===== config.mk =====
export PLATFORM = sky130hd
export DESIGN_NAME = rmw_mask_mem
export DESIGN_NICKNAME = d
export VERILOG_FILES = /design/src/rtl/rmw_mask_mem.sv
export SDC_FILE = /design/constraint.sdc
export NUM_CORES = 1
export LEC_CHECK = 0
export CORE_ASPECT_RATIO = 1.2
export CORE_MARGIN = 2
export CORE_UTILIZATION = 55
export CTS_CLUSTER_SIZE = 25
export DETAILED_ROUTE_END_ITERATION = 7
export PLACE_DENSITY = 0.75
export SYNTH_ARGS = -nofsm -noshare
export SYNTH_HDL_FRONTEND = slang
export SYNTH_SLANG_ARGS = --single-unit

===== constraint.sdc =====
create_clock -name clk -period 4.6 [get_ports clk]
set_input_delay 0.69 -clock clk [delete_from_list [all_inputs] [get_ports clk]]
set_output_delay 0.69 -clock clk [all_outputs]
set_load 0.01 [all_outputs]

===== src/rtl/rmw_mask_mem.sv =====
// rmw_mask_mem: single-port scratch memory with byte-masked read-modify-write.
// After reset the array is swept to zero, one word per cycle, before requests
// are accepted. Each accepted request returns the pre-operation word one cycle
// after acceptance and writes the merged result at the end of that cycle.
//
// Handshake: a request transfers on a rising edge where io_req_valid and
// io_req_ready are both 1. io_req_ready is 1 throughout RUN and 0 during the
// sweep. io_resp_valid is a one-cycle pulse per transferred request with no
// back-pressure; io_resp_data holds its last value between pulses.
module rmw_mask_mem #(
  parameter int DATA_W = 32,
  parameter int DEPTH = 8,
  localparam int ADDR_W = $clog2(DEPTH),
  localparam int NB = DATA_W / 8
) (
  input  logic              clk,
  input  logic              reset,
  input  logic              io_req_valid,
  output logic              io_req_ready,
  input  logic [1:0]        io_req_op,
  input  logic [ADDR_W-1:0] io_req_addr,
  input  logic [DATA_W-1:0] io_req_wdata,
  input  logic [NB-1:0]     io_req_mask,
  output logic              io_resp_valid,
  output logic [DATA_W-1:0] io_resp_data,
  output logic              io_busy
);

  localparam logic [0:0] ST_SWEEP = 1'b0;
  localparam logic [0:0] ST_RUN   = 1'b1;

  localparam logic [1:0] OP_WRITE = 2'd1;
  localparam logic [1:0] OP_KEEP  = 2'd2;

  logic [0:0]        state;
  logic [ADDR_W-1:0] sweep_cnt;
  logic [DATA_W-1:0] mem [DEPTH];

  // Stage-2 copy of the accepted request; the old word lives in resp_data_q.
  logic              p_valid;
  logic [ADDR_W-1:0] p_addr;
  logic [1:0]        p_op;
  logic [DATA_W-1:0] p_wdata;
  logic [NB-1:0]     p_mask;
  logic              resp_valid_q;
  logic [DATA_W-1:0] resp_data_q;

  logic              accept;
  logic              p_write;
  logic [DATA_W-1:0] p_m;
  logic [DATA_W-1:0] p_new;
  logic [DATA_W-1:0] rd_old;

  assign io_req_ready  = (state == ST_RUN);
  assign io_busy       = (state == ST_SWEEP);
  assign io_resp_valid = resp_valid_q;
  assign io_resp_data  = resp_data_q;
  assign accept        = io_req_valid && io_req_ready;

  // Stage-2 merge: expand the byte mask, decide whether a write happens and
  // form the new word from the old word held in the response register.
  always_comb begin
    p_m = '0;
    for (int i = 0; i < NB; i++) begin
      p_m[8*i +: 8] = {8{p_mask[i]}};
    end
    p_write = p_valid && ((p_op == OP_WRITE) || (p_op == OP_KEEP)) && (p_mask != '0);
    if (p_op == OP_WRITE) begin
      p_new = (p_wdata & p_m) | (resp_data_q & ~p_m);
    end else begin
      p_new = resp_data_q & p_m;
    end
  end

  // Old-value select for an incoming request: a same-address write still in
  // stage 2 has not reached the array yet, so its result is forwarded.
  always_comb begin
    rd_old = mem[io_req_addr];
    if (p_write && (p_addr == io_req_addr)) begin
      rd_old = p_new;
    end
  end

  // Control state: sweep/run FSM, pipeline valid and the response register.
  always_ff @(posedge clk) begin
    if (!reset) begin
      state        <= ST_SWEEP;
      sweep_cnt    <= '0;
      p_valid      <= 1'b0;
      resp_valid_q <= 1'b0;
      resp_data_q  <= '0;
    end else begin
      p_valid      <= accept;
      resp_valid_q <= accept;
      if (accept) begin
        resp_data_q <= rd_old;
      end
      if (state == ST_SWEEP) begin
        sweep_cnt <= sweep_cnt + 1'b1;
        if (sweep_cnt == ADDR_W'(DEPTH - 1)) begin
          state <= ST_RUN;
        end
      end
    end
  end

  // Stage-2 request fields; only meaningful while p_valid is set.
  always_ff @(posedge clk) begin
    if (accept) begin
      p_addr  <= io_req_addr;
      p_op    <= io_req_op;
      p_wdata <= io_req_wdata;
      p_mask  <= io_req_mask;
    end
  end

  // Array write port: zeroing sweep, otherwise the stage-2 merge result.
  // A pending write is dropped when reset is sampled low.
  always_ff @(posedge clk) begin
    if (reset) begin
      if (state == ST_SWEEP) begin
        mem[sweep_cnt] <= '0;
      end else if (p_write) begin
        mem[p_addr] <= p_new;
      end
    end
  end

endmodule


==> impl_metrics.env, run 1 <==
export IMPL_num_vias=7065
export IMPL_path_depth=6
export IMPL_drtPass1Iterations=7
export IMPL_skew_ps=16.50
export IMPL_ys_ff_latch=334
export IMPL_place_gp_congestion=0.8459
export IMPL_final_common_cell="edfxtp_1"
export IMPL_ir_worst_vdd_mv=0.2769
export IMPL_pin_count=79
export IMPL_cts_inserted_buffers=34
export IMPL_clock_latency_ps=520
export IMPL_finalHoldViolCount=0
export IMPL_drive_above_1_share_pct=18.44
export IMPL_rsz0062_at_grt="no"
export IMPL_postCtsSetupBuffers=0
export IMPL_diodes=0
export IMPL_htree_levels=2
export IMPL_critPathMaxFanout=29
export IMPL_leakagePower_nw=5.527
export IMPL_crit_path_frequent_cell="nor2_2"
export IMPL_wl_per_cell_um=23.48
export IMPL_rows=62
export IMPL_die_area_sq_um=25240
export IMPL_min_period_over_period_pct=60.60
export IMPL_r2r_cells=6
export IMPL_cp_arrival_ps=2930
export IMPL_syn_to_final_growth_pct=17.32
export IMPL_powerDensity_nw_per_um2=422.3
export IMPL_ant_nets=0
export IMPL_path_class="flip-flop to flip-flop"
export IMPL_synth_nets=814
export IMPL_grt_overflow=0
export IMPL_drc_errors=0
export IMPL_min_path_type="flip-flop to flip-flop"
export IMPL_grt_max_degree=66
export IMPL_ys_warn_count=0
export IMPL_grt_first_pass_wirelength_um=44040
export IMPL_clk_pin_slew_worst_paths_ps=60
export IMPL_crit_slowest_cell="nor4_1"
export IMPL_drv_slew=0
export IMPL_grt_use_total_pct=22.96
export IMPL_io_buffers=78
export IMPL_cts_buffer_depth=3
export IMPL_fin_crit_ps=2788
export IMPL_layout_common_cells="297 x edfxtp_1, 162 x nand2_1, 76 x clkdlybuf4s50_1"
export IMPL_hpwl_um=15460
export IMPL_tightestPinTransition_ps=981.1
export IMPL_drt_initial_drc_count=611
export IMPL_path_buf_inv=1
export IMPL_fillers=1636
export IMPL_hold_buffers=0
export IMPL_crit_family="simple AND/OR/NAND/NOR gates"
export IMPL_cp_start_kind="flip-flop"
export IMPL_grt_pass1_vias=7509
export IMPL_end_kind="flip-flop"
export IMPL_cap_violations=0
export IMPL_cts_root_buf="clkbuf_16"
export IMPL_avgViaCountPerCell=5.868
export IMPL_synthDistinctLibCells=49
export IMPL_seq_area_frac_synth_pct=73.24
export IMPL_initial_core_util_pct=55.56
export IMPL_syn_inst=767
export IMPL_status="completed"
export IMPL_fmax_mhz=358.7
export IMPL_worstPathRequired_ps=4740
export IMPL_layout_nets=905
export IMPL_die_h_um=173.6
export IMPL_dieWidth_um=145.4
export IMPL_preCtsSetupSlack_ps=1383
export IMPL_wl_um=28280
export IMPL_avgSynthCellArea_sq_um=17.19
export IMPL_cp_cell_sequence="nor4_1, nor2_2, nor3b_1, a31oi_1, nor2_2, buf_4"
export IMPL_ctsResizeCount=0
export IMPL_tns_ps=0
export IMPL_synth_area_sq_um=13190
export IMPL_cts_sinks=334
export IMPL_antenna_found_initial=0
export IMPL_core_area_sq_um=23740
export IMPL_cpPeakStageDelay_ps=570
export IMPL_cts_tree="built"
export IMPL_max_slew_margin_rel_pct=34.60
export IMPL_hold_path_depth=2
export IMPL_fin_ws_ps=1812
export IMPL_setup_viol=0
## layer usage
metal / GRT usage (%) / part of all wire [%] / vias up
li1: - / - / 3122
met1: 28.95 / 38 / 3603
met2: 40.68 / 53 / 277
met3: 3.500 / 5.8 / 63
met4: 8.292 / 2.9 / 0
met5: 0 / 0 / -
## synth_stat cells (all sizes together)
cell type	n	share of area, %
nand4b	1	0.066
a31oi	2	0.095
edfxtp	297	68
xor2	4	0.27
a21oi	2	0.076
nand2b	1	0.047
and2	6	0.29
nor3	2	0.076
and2b	2	0.13
buf	17	1.1
a32oi	1	0.066
mux4	64	11
nor4	2	0.095
o31ai	1	0.057
o211ai	1	0.057
o21ai	1	0.038
a211o	1	0.076
nor2	11	0.31
a221oi	1	0.066
a22oi	1	0.057
o22ai	1	0.047
nor2b	7	0.33
o221ai	33	2.3
clkbuf	19	0.56
dfxtp	37	5.6
o32ai	1	0.066
and4b	1	0.076
o31a	1	0.076
inv	37	1.1
o21a	1	0.057
mux2i	34	2.6
nand2	163	4.7
dlygate4sd3	4	0.30
nand3b	1	0.057
ha	3	0.28
and3	2	0.10
nor3b	1	0.057
xnor2	1	0.066
or4	2	0.14
## kinds of logic (layout without fill, tap and decap cells)
group,count (synthesis),after routing,synth area share [%]
DFF,334,334,73.24
AOI/OAI and AO/OA,48,48,3.169
and+or+nand+nor,202,202,6.490
muxes,98,98,13.51
xor gates and xnor gates,5,5,0.3321
buffers and inverters,77,194,2.970
adders and majority gates,3,3,0.2847
## per-stage QoR
| step | utilization [%] | power (mW) | instances | instance area (sq um) | hold slack [ps] |
|---|---|---|---|---|---|
| after floorplan | - | 3.595 | 767 | 13190 | 518.2 |
| after global placement | 60.14 | 3.690 | 1142 | 14280 | 476.7 |
| after detailed placement | 60.14 | 3.704 | 1142 | 14280 | 475.4 |
| after CTS | 65.18 | 6.574 | 1204 | 15470 | 493.5 |
| after global routing | 65.18 | 6.713 | 1204 | 15470 | 523.4 |
| final | 65.18 | 6.534 | 1204 | 15470 | 494.9 |
## worst paths after layout
| path | to | slack (ps) | startpoint |
|---|---|---|---|
| min | io_resp_data[13]$_SDFFE_PN0P_ | 490 | io_resp_data[13]$_SDFFE_PN0P_ |
| min reg2reg | io_resp_data[13]$_SDFFE_PN0P_ | 490 | io_resp_data[13]$_SDFFE_PN0P_ |
| max | mem[2][4]$_DFFE_PP_ | 1810 | p_mask[0]$_DFFE_PP_ |
| max reg2reg | mem[2][4]$_DFFE_PP_ | 1810 | p_mask[0]$_DFFE_PP_ |
## final cells by class
type	instances	area (sq um)	share of cell area, %
clock buffer	41	940.9	6.081
tap	320	400.4	2.588
timing repair buffer	95	900.9	5.822
inverter	37	138.9	0.8976
clock inverter	21	255.2	1.650
multi-input combinational	356	3177	20.53
sequential	334	9659	62.43
## power by group
part	internal [mW]	switching (mW)	total, mW	leakage (nW)
Sequential	3.33	0.0212	3.35	3.11
Clock	1.76	1.14	2.89	0.565
Combinational	0.140	0.146	0.286	1.85
## tightest hold or removal path, cell delays in order (launching register included)
cell and delay (ps):
dfxtp_1 350, nand2_1 60, o221ai_1 60
## registers in the layout, indices dropped and copies added (netlist names)
name           flops
io_req_ready       1
io_resp_data      32
io_resp_valid      1
mem              256
p_addr             3
p_mask             4
p_op               2
p_wdata           32
sweep_cnt          3
(Power assumes the default switching activity.)
==> run 2: changes to the inputs <==
--- a/config.mk
+++ b/config.mk
@@ -7,7 +7,7 @@
 export LEC_CHECK = 0
 export CORE_ASPECT_RATIO = 1.2
 export CORE_MARGIN = 2
-export CORE_UTILIZATION = 55
+export CORE_UTILIZATION = 53
 export CTS_CLUSTER_SIZE = 25
 export DETAILED_ROUTE_END_ITERATION = 7
 export PLACE_DENSITY = 0.75
==> constraint.sdc (replaced) <==
create_clock -name clk -period 2.2 [get_ports clk]
set_input_delay 0.33 -clock clk [delete_from_list [all_inputs] [get_ports clk]]
set_output_delay 0.33 -clock clk [all_outputs]
set_load 0.01 [all_outputs]
==> run 2 against run 1 <==
Against the previous run:
- total power increased by 110%
- clock-buffer cell count decreased by 3
- register-to-register slack got worse by 2000 ps
- combinational power increased to 2.9 times the previous value
- first-iteration DRC count increased by 28%
- critical path type unchanged
- sequential power increased by 110%
- global-route usage increased by 2.0 points
- the flow now finishes with violations (negative setup slack)
==> impl_metrics.env, run 2 (synthesis results as in run 1) <==
export IMPL_status="finished with violations"
export IMPL_violations="negative setup slack"
export IMPL_fillers=1440
export IMPL_layout_common_cells="297 x edfxtp_1, 154 x nand2_1, 76 x clkdlybuf4s50_1"
export IMPL_max_slew_margin_rel_pct=64.36
export IMPL_placed_cell_area_sq_um=15110
export IMPL_dpl_cell_count=1186
export IMPL_critPathMaxFanout=5
export IMPL_path_class="flip-flop to flip-flop"
export IMPL_crit_slowest_cell="edfxtp_1"
export IMPL_final_common_cell="edfxtp_1"
export IMPL_grt_max_degree=66
export IMPL_avgViaCountPerCell=6.082
export IMPL_end_kind="flip-flop"
export IMPL_post_route_util_pct=70.73
export IMPL_min_period_over_period_pct=109.4
export IMPL_cp_cell_sequence="ha_1, nand4b_1, buf_4, nor2_4, and3_4, a31oi_4, nor2_4, buf_6, buf_12, buf_16"
export IMPL_top_register="mem"
export IMPL_fin_cells=1302
export IMPL_drc_errors=0
export IMPL_rows=63
export IMPL_tightestPinTransition_ps=529.6
export IMPL_setup_viol=294
export IMPL_cp_arrival_ps=2630
export IMPL_min_path_type="input pin to flip-flop"
export IMPL_p_total_mw=13.69
export IMPL_die_area_sq_um=26160
export IMPL_cts_tree="built"
export IMPL_grt_use_total_pct=24.99
export IMPL_cts_sinks=334
export IMPL_fin_ws_ps=-206.0
export IMPL_grt_first_pass_wirelength_um=48470
export IMPL_skew_ps=18.98
export IMPL_io_buffers=78
export IMPL_wl_um=35850
export IMPL_cts_buffer_depth=3
export IMPL_grt_overflow=0
export IMPL_grt_pass1_vias=7965
export IMPL_cts_inserted_buffers=34
export IMPL_dieWidth_um=148.0
export IMPL_leakagePower_nw=6.267
export IMPL_die_h_um=176.8
export IMPL_htree_levels=2
export IMPL_crit_family="simple AND/OR/NAND/NOR gates"
export IMPL_clock_latency_ps=520
export IMPL_path_buf_inv=4
export IMPL_drv_slew=0
export IMPL_layout_nets=999
export IMPL_num_vias=7919
export IMPL_powerDensity_nw_per_um2=786.7
export IMPL_ir_worst_vdd_mv=0.5593
export IMPL_fmax_mhz=415.6
export IMPL_drive_above_1_share_pct=33.88
export IMPL_pin_count=79
export IMPL_diodes=0
export IMPL_preCtsSetupSlack_ps=-451.2
export IMPL_antenna_found_initial=0
export IMPL_multiInputGateArea_sq_um=3572
export IMPL_core_area_sq_um=24590
export IMPL_ff_latch_area_sq_um=9659
export IMPL_hpwl_um=17690
export IMPL_fin_area_sq_um=17400
export IMPL_drtPass1Iterations=6
export IMPL_cp_start_kind="flip-flop"
export IMPL_finalHoldViolCount=0
export IMPL_ant_nets=0
export IMPL_fin_crit_ps=2406
export IMPL_cpPeakStageDelay_ps=380
export IMPL_clk_pin_slew_worst_paths_ps=60
export IMPL_worstPathRequired_ps=2430
export IMPL_drt_initial_drc_count=783
export IMPL_largest_reg_flops=256
export IMPL_cap_violations=0
export IMPL_rsz0062_at_grt="yes"
export IMPL_wl_per_cell_um=27.54
export IMPL_initial_core_util_pct=53.62
export IMPL_place_gp_congestion=0.8203
export IMPL_crit_path_frequent_cell="nor2_4"
export IMPL_syn_to_final_growth_pct=31.91
export IMPL_cts_root_buf="clkbuf_16"
-- run 2: per-stage QoR --
stage               TNS [ps]  hold slack, ps
CTS                   -18570           363.7
floorplan             -19990           428.9
global placement      -87070           478.1
detailed placement   -123110           488.3
finish                -35860           365.4
global route          -55310           360.4
-- run 2: report_power, final --
group / internal, mW / switching [mW]
sequential: 6.97 / 0.0404
clock: 3.42 / 2.42
combinational: 0.420 / 0.407
-- run 2: cell type report --
cell class / instances / area share [%]
Clock buffer: 38 / 5.157
Clock inverter: 23 / 1.295
Inverter: 37 / 0.8559
Multi-Input combinational cell: 356 / 20.54
Sequential cell: 334 / 55.53
Tap cell: 325 / 2.338
Timing Repair Buffer: 189 / 14.29
-- run 2: path summary, 6_finish.rpt --
path / from / to / slack (ps) / cells after the start
max: p_op[0]$_DFFE_PP_ / mem[7][19]$_DFFE_PP_ / -210 / 10
min reg2reg: io_resp_data[4]$_SDFFE_PN0P_ / io_resp_data[4]$_SDFFE_PN0P_ / 500 / 2
min: io_req_wdata[20] / p_wdata[20]$_DFFE_PP_ / 370 / 1
max reg2reg: p_op[0]$_DFFE_PP_ / mem[7][19]$_DFFE_PP_ / -210 / 10
-- run 2: routing by layer --
layer  routed length, um  track usage, %  vias to the layer above
met4                1593           8.730                        0
met3                2812           3.402                      120
met1               13220           33.27                     4053
li1                    -               -                     3317
met2               18230           42.77                      429
met5                   0               0                        -
-- run 2: what timing repair did --
action | 4_1_cts | 5_1_grt
resized for setup | 34 | 66
buffers inserted | 18 | 19
setup endpoints to repair | 487 | 495
hold buffers | 0 | 0
pin swaps | 10 | 6
cloned | 7 | 15
-- run 2: worst reg2reg max path, delay by kind of cell (launching register included) --
family	cells	cell delay, ps
simple gates	4	810
flops	1	380
compound gates	1	60
buf+inv	4	570
fa+ha+maj	1	300
==> run 3: changes to the inputs <==
--- a/config.mk
+++ b/config.mk
@@ -6,7 +6,7 @@
 export NUM_CORES = 1
 export LEC_CHECK = 0
 export CORE_ASPECT_RATIO = 1.2
-export CORE_MARGIN = 2
+export CORE_MARGIN = 1.5
 export CORE_UTILIZATION = 53
 export CTS_CLUSTER_SIZE = 25
 export DETAILED_ROUTE_END_ITERATION = 7
==> constraint.sdc (replaced) <==
create_clock -name clk -period 2 [get_ports clk]
set_input_delay 0.3 -clock clk [delete_from_list [all_inputs] [get_ports clk]]
set_output_delay 0.3 -clock clk [all_outputs]
set_load 0.01 [all_outputs]
==> run 3 against run 2 <==
Against the previous run:
- the flow still finishes with violations (negative setup slack)
- clock-buffer cell count grew 7
- sequential share of layout area shrank 2.1 points
- total power increased by 13%
- largest power group unchanged
- global-route usage rose by 0.62 points
- fmax shrank 0.88%
- sequential cell count unchanged
- setup slack got worse by 220 ps
- critical endpoint is now io_resp_data[28]$_SDFFE_PN0P_
- first-iteration DRC count increased by 2.4%
==> impl_metrics.env, run 3 (synthesis results as in run 1) <==
export IMPL_grt_overflow=0
export IMPL_drt_initial_drc_count=802
export IMPL_antenna_found_initial=0
export IMPL_cp_start_kind="flip-flop"
export IMPL_path_class="flip-flop to flip-flop"
export IMPL_cap_violations=0
export IMPL_cp_startpoint="p_op[1]$_DFFE_PP_"
export IMPL_fin_ws_ps=-427.3
export IMPL_finalHoldViolCount=0
export IMPL_skew_ps=28.26
export IMPL_grt_first_pass_wirelength_um=48430
export IMPL_end_kind="flip-flop"
export IMPL_top_usage_layer="met2"
export IMPL_rrSetupSlack_ps=-430
export IMPL_powerDensity_nw_per_um2=853.7
export IMPL_min_period_over_period_pct=121.4
export IMPL_fin_crit_ps=2427
export IMPL_use_met1_pct=31.08
export IMPL_p_total_mw=15.44
export IMPL_die_h_um=175.8
export IMPL_num_vias=8086
export IMPL_clock_latency_ps=520
export IMPL_post_route_util_pct=73.54
export IMPL_path_depth=9
export IMPL_grt_max_degree=48
export IMPL_cp_cell_sequence="inv_2, ha_4, nand4b_1, buf_4, o22ai_2, nand2_1, or4_4, buf_12, o221ai_2"
export IMPL_crit_family="simple AND/OR/NAND/NOR gates"
export IMPL_status="finished with violations"
export IMPL_cpPeakStageDelay_ps=570
export IMPL_placed_cell_area_sq_um=15190
export IMPL_cts_root_buf="clkbuf_16"
export IMPL_drtPass1Iterations=5
export IMPL_avgViaCountPerCell=6.163
export IMPL_ir_worst_vdd_mv=0.7794
export IMPL_drc_errors=0
export IMPL_grt_util_met3_pct=3.688
export IMPL_syn_to_final_growth_pct=37.14
export IMPL_cts_inserted_buffers=34
export IMPL_worstPathRequired_ps=2410
export IMPL_leakagePower_nw=6.429
export IMPL_min_path_type="input pin to flip-flop"
export IMPL_wl_per_cell_um=28.32
export IMPL_critPathMaxFanout=20
export IMPL_cts_buffer_depth=3
export IMPL_fin_cells=1312
export IMPL_hpwl_um=17780
export IMPL_ant_nets=0
export IMPL_top_register="mem"
export IMPL_cts_sinks=334
export IMPL_htree_levels=2
export IMPL_r2r_end="io_resp_data[28]$_SDFFE_PN0P_"
export IMPL_layout_common_cells="297 x edfxtp_1, 130 x nand2_1, 75 x clkdlybuf4s50_1"
export IMPL_max_slew_margin_rel_pct=56.97
export IMPL_largest_reg_flops=256
export IMPL_layout_nets=1009
export IMPL_diodes=0
export IMPL_preCtsSetupSlack_ps=-736.8
export IMPL_core_area_sq_um=24590
export IMPL_path_buf_inv=3
export IMPL_grt_use_total_pct=25.61
export IMPL_grt_pass1_vias=8032
export IMPL_initial_core_util_pct=53.62
export IMPL_die_area_sq_um=25840
export IMPL_rsz0062_at_grt="yes"
export IMPL_r2r_cells=9
export IMPL_grt_use_met2_pct=45.48
export IMPL_drive_above_1_share_pct=37.39
export IMPL_rows=63
export IMPL_clk_pin_slew_worst_paths_ps=60
export IMPL_io_buffers=78
export IMPL_endpoint="io_resp_data[28]$_SDFFE_PN0P_"
export IMPL_place_gp_congestion=0.7881
export IMPL_pin_count=79
export IMPL_final_common_cell="edfxtp_1"
export IMPL_fmax_mhz=412.0
export IMPL_dpl_cell_count=1191
export IMPL_r2r_start="p_op[1]$_DFFE_PP_"
export IMPL_wl_um=37160
export IMPL_crit_slowest_cell="or4_4"
export IMPL_fin_area_sq_um=18090
export IMPL_tightestPinTransition_ps=645.4
export IMPL_setup_viol=496
export IMPL_cts_tree="built"
export IMPL_drv_slew=0
export IMPL_violations="negative setup slack"
export IMPL_cp_arrival_ps=2840
export IMPL_dieWidth_um=147.0
run 3: cell type report:
cell class / instances / area, sq um
Sequential cell: 334 / 9659
Clock buffer: 45 / 923.4
Inverter: 37 / 271.5
Multi-Input combinational cell: 356 / 3923
Timing Repair Buffer: 199 / 2678
Fill cell: 1330 / 6507
Clock inverter: 16 / 225.2
Tap cell: 325 / 406.6
run 3: worst min path at each step:
stage	startpoint	end	cells after the start
finish	io_req_addr[0]	p_addr[0]$_DFFE_PP_	2
global route	io_req_addr[0]	p_addr[0]$_DFFE_PP_	2
CTS	io_req_addr[0]	p_addr[0]$_DFFE_PP_	2
detailed placement	io_resp_data[4]$_SDFFE_PN0P_	io_resp_data[4]$_SDFFE_PN0P_	2
global placement	io_resp_data[2]$_SDFFE_PN0P_	io_resp_data[2]$_SDFFE_PN0P_	2
floorplan	io_req_addr[0]	p_addr[0]$_DFFE_PP_	0
run 3: report_power, final:
group          switching, mW  internal (mW)
clock network           2.68           4.03
logic                  0.482          0.545
registers             0.0427           7.67
run 3: timing repair:
item / CTS / global route
hold buffers: 0 / 0
resized for setup: 82 / 139
buffers inserted: 24 / 15
pin swaps: 7 / 14
setup endpoints to repair: 544 / 545
gates cloned: 7 / 19
run 3: metrics by stage:
step                      TNS, ps  hold WS [ps]
final                     -122750         136.8
after global routing      -152360         148.8
after CTS                  -71220         131.8
after detailed placement  -220130         483.3
after global placement    -190490         477.4
after floorplan            -79300         398.9
run 3: worst register-to-register path: stages, from the launching register on:
cell	delay [ps]
edfxtp_1	400
inv_2	90
ha_4	200
nand4b_1	220
buf_4	190
o22ai_2	170
nand2_1	90
or4_4	570
buf_12	200
o221ai_2	220
run 3: per-layer routing:
layer	part of all wire, %	vias up
li1	-	3349
met1	36	4171
met2	52	456
met3	6.9	110
met4	5.4	0
met5	0	-
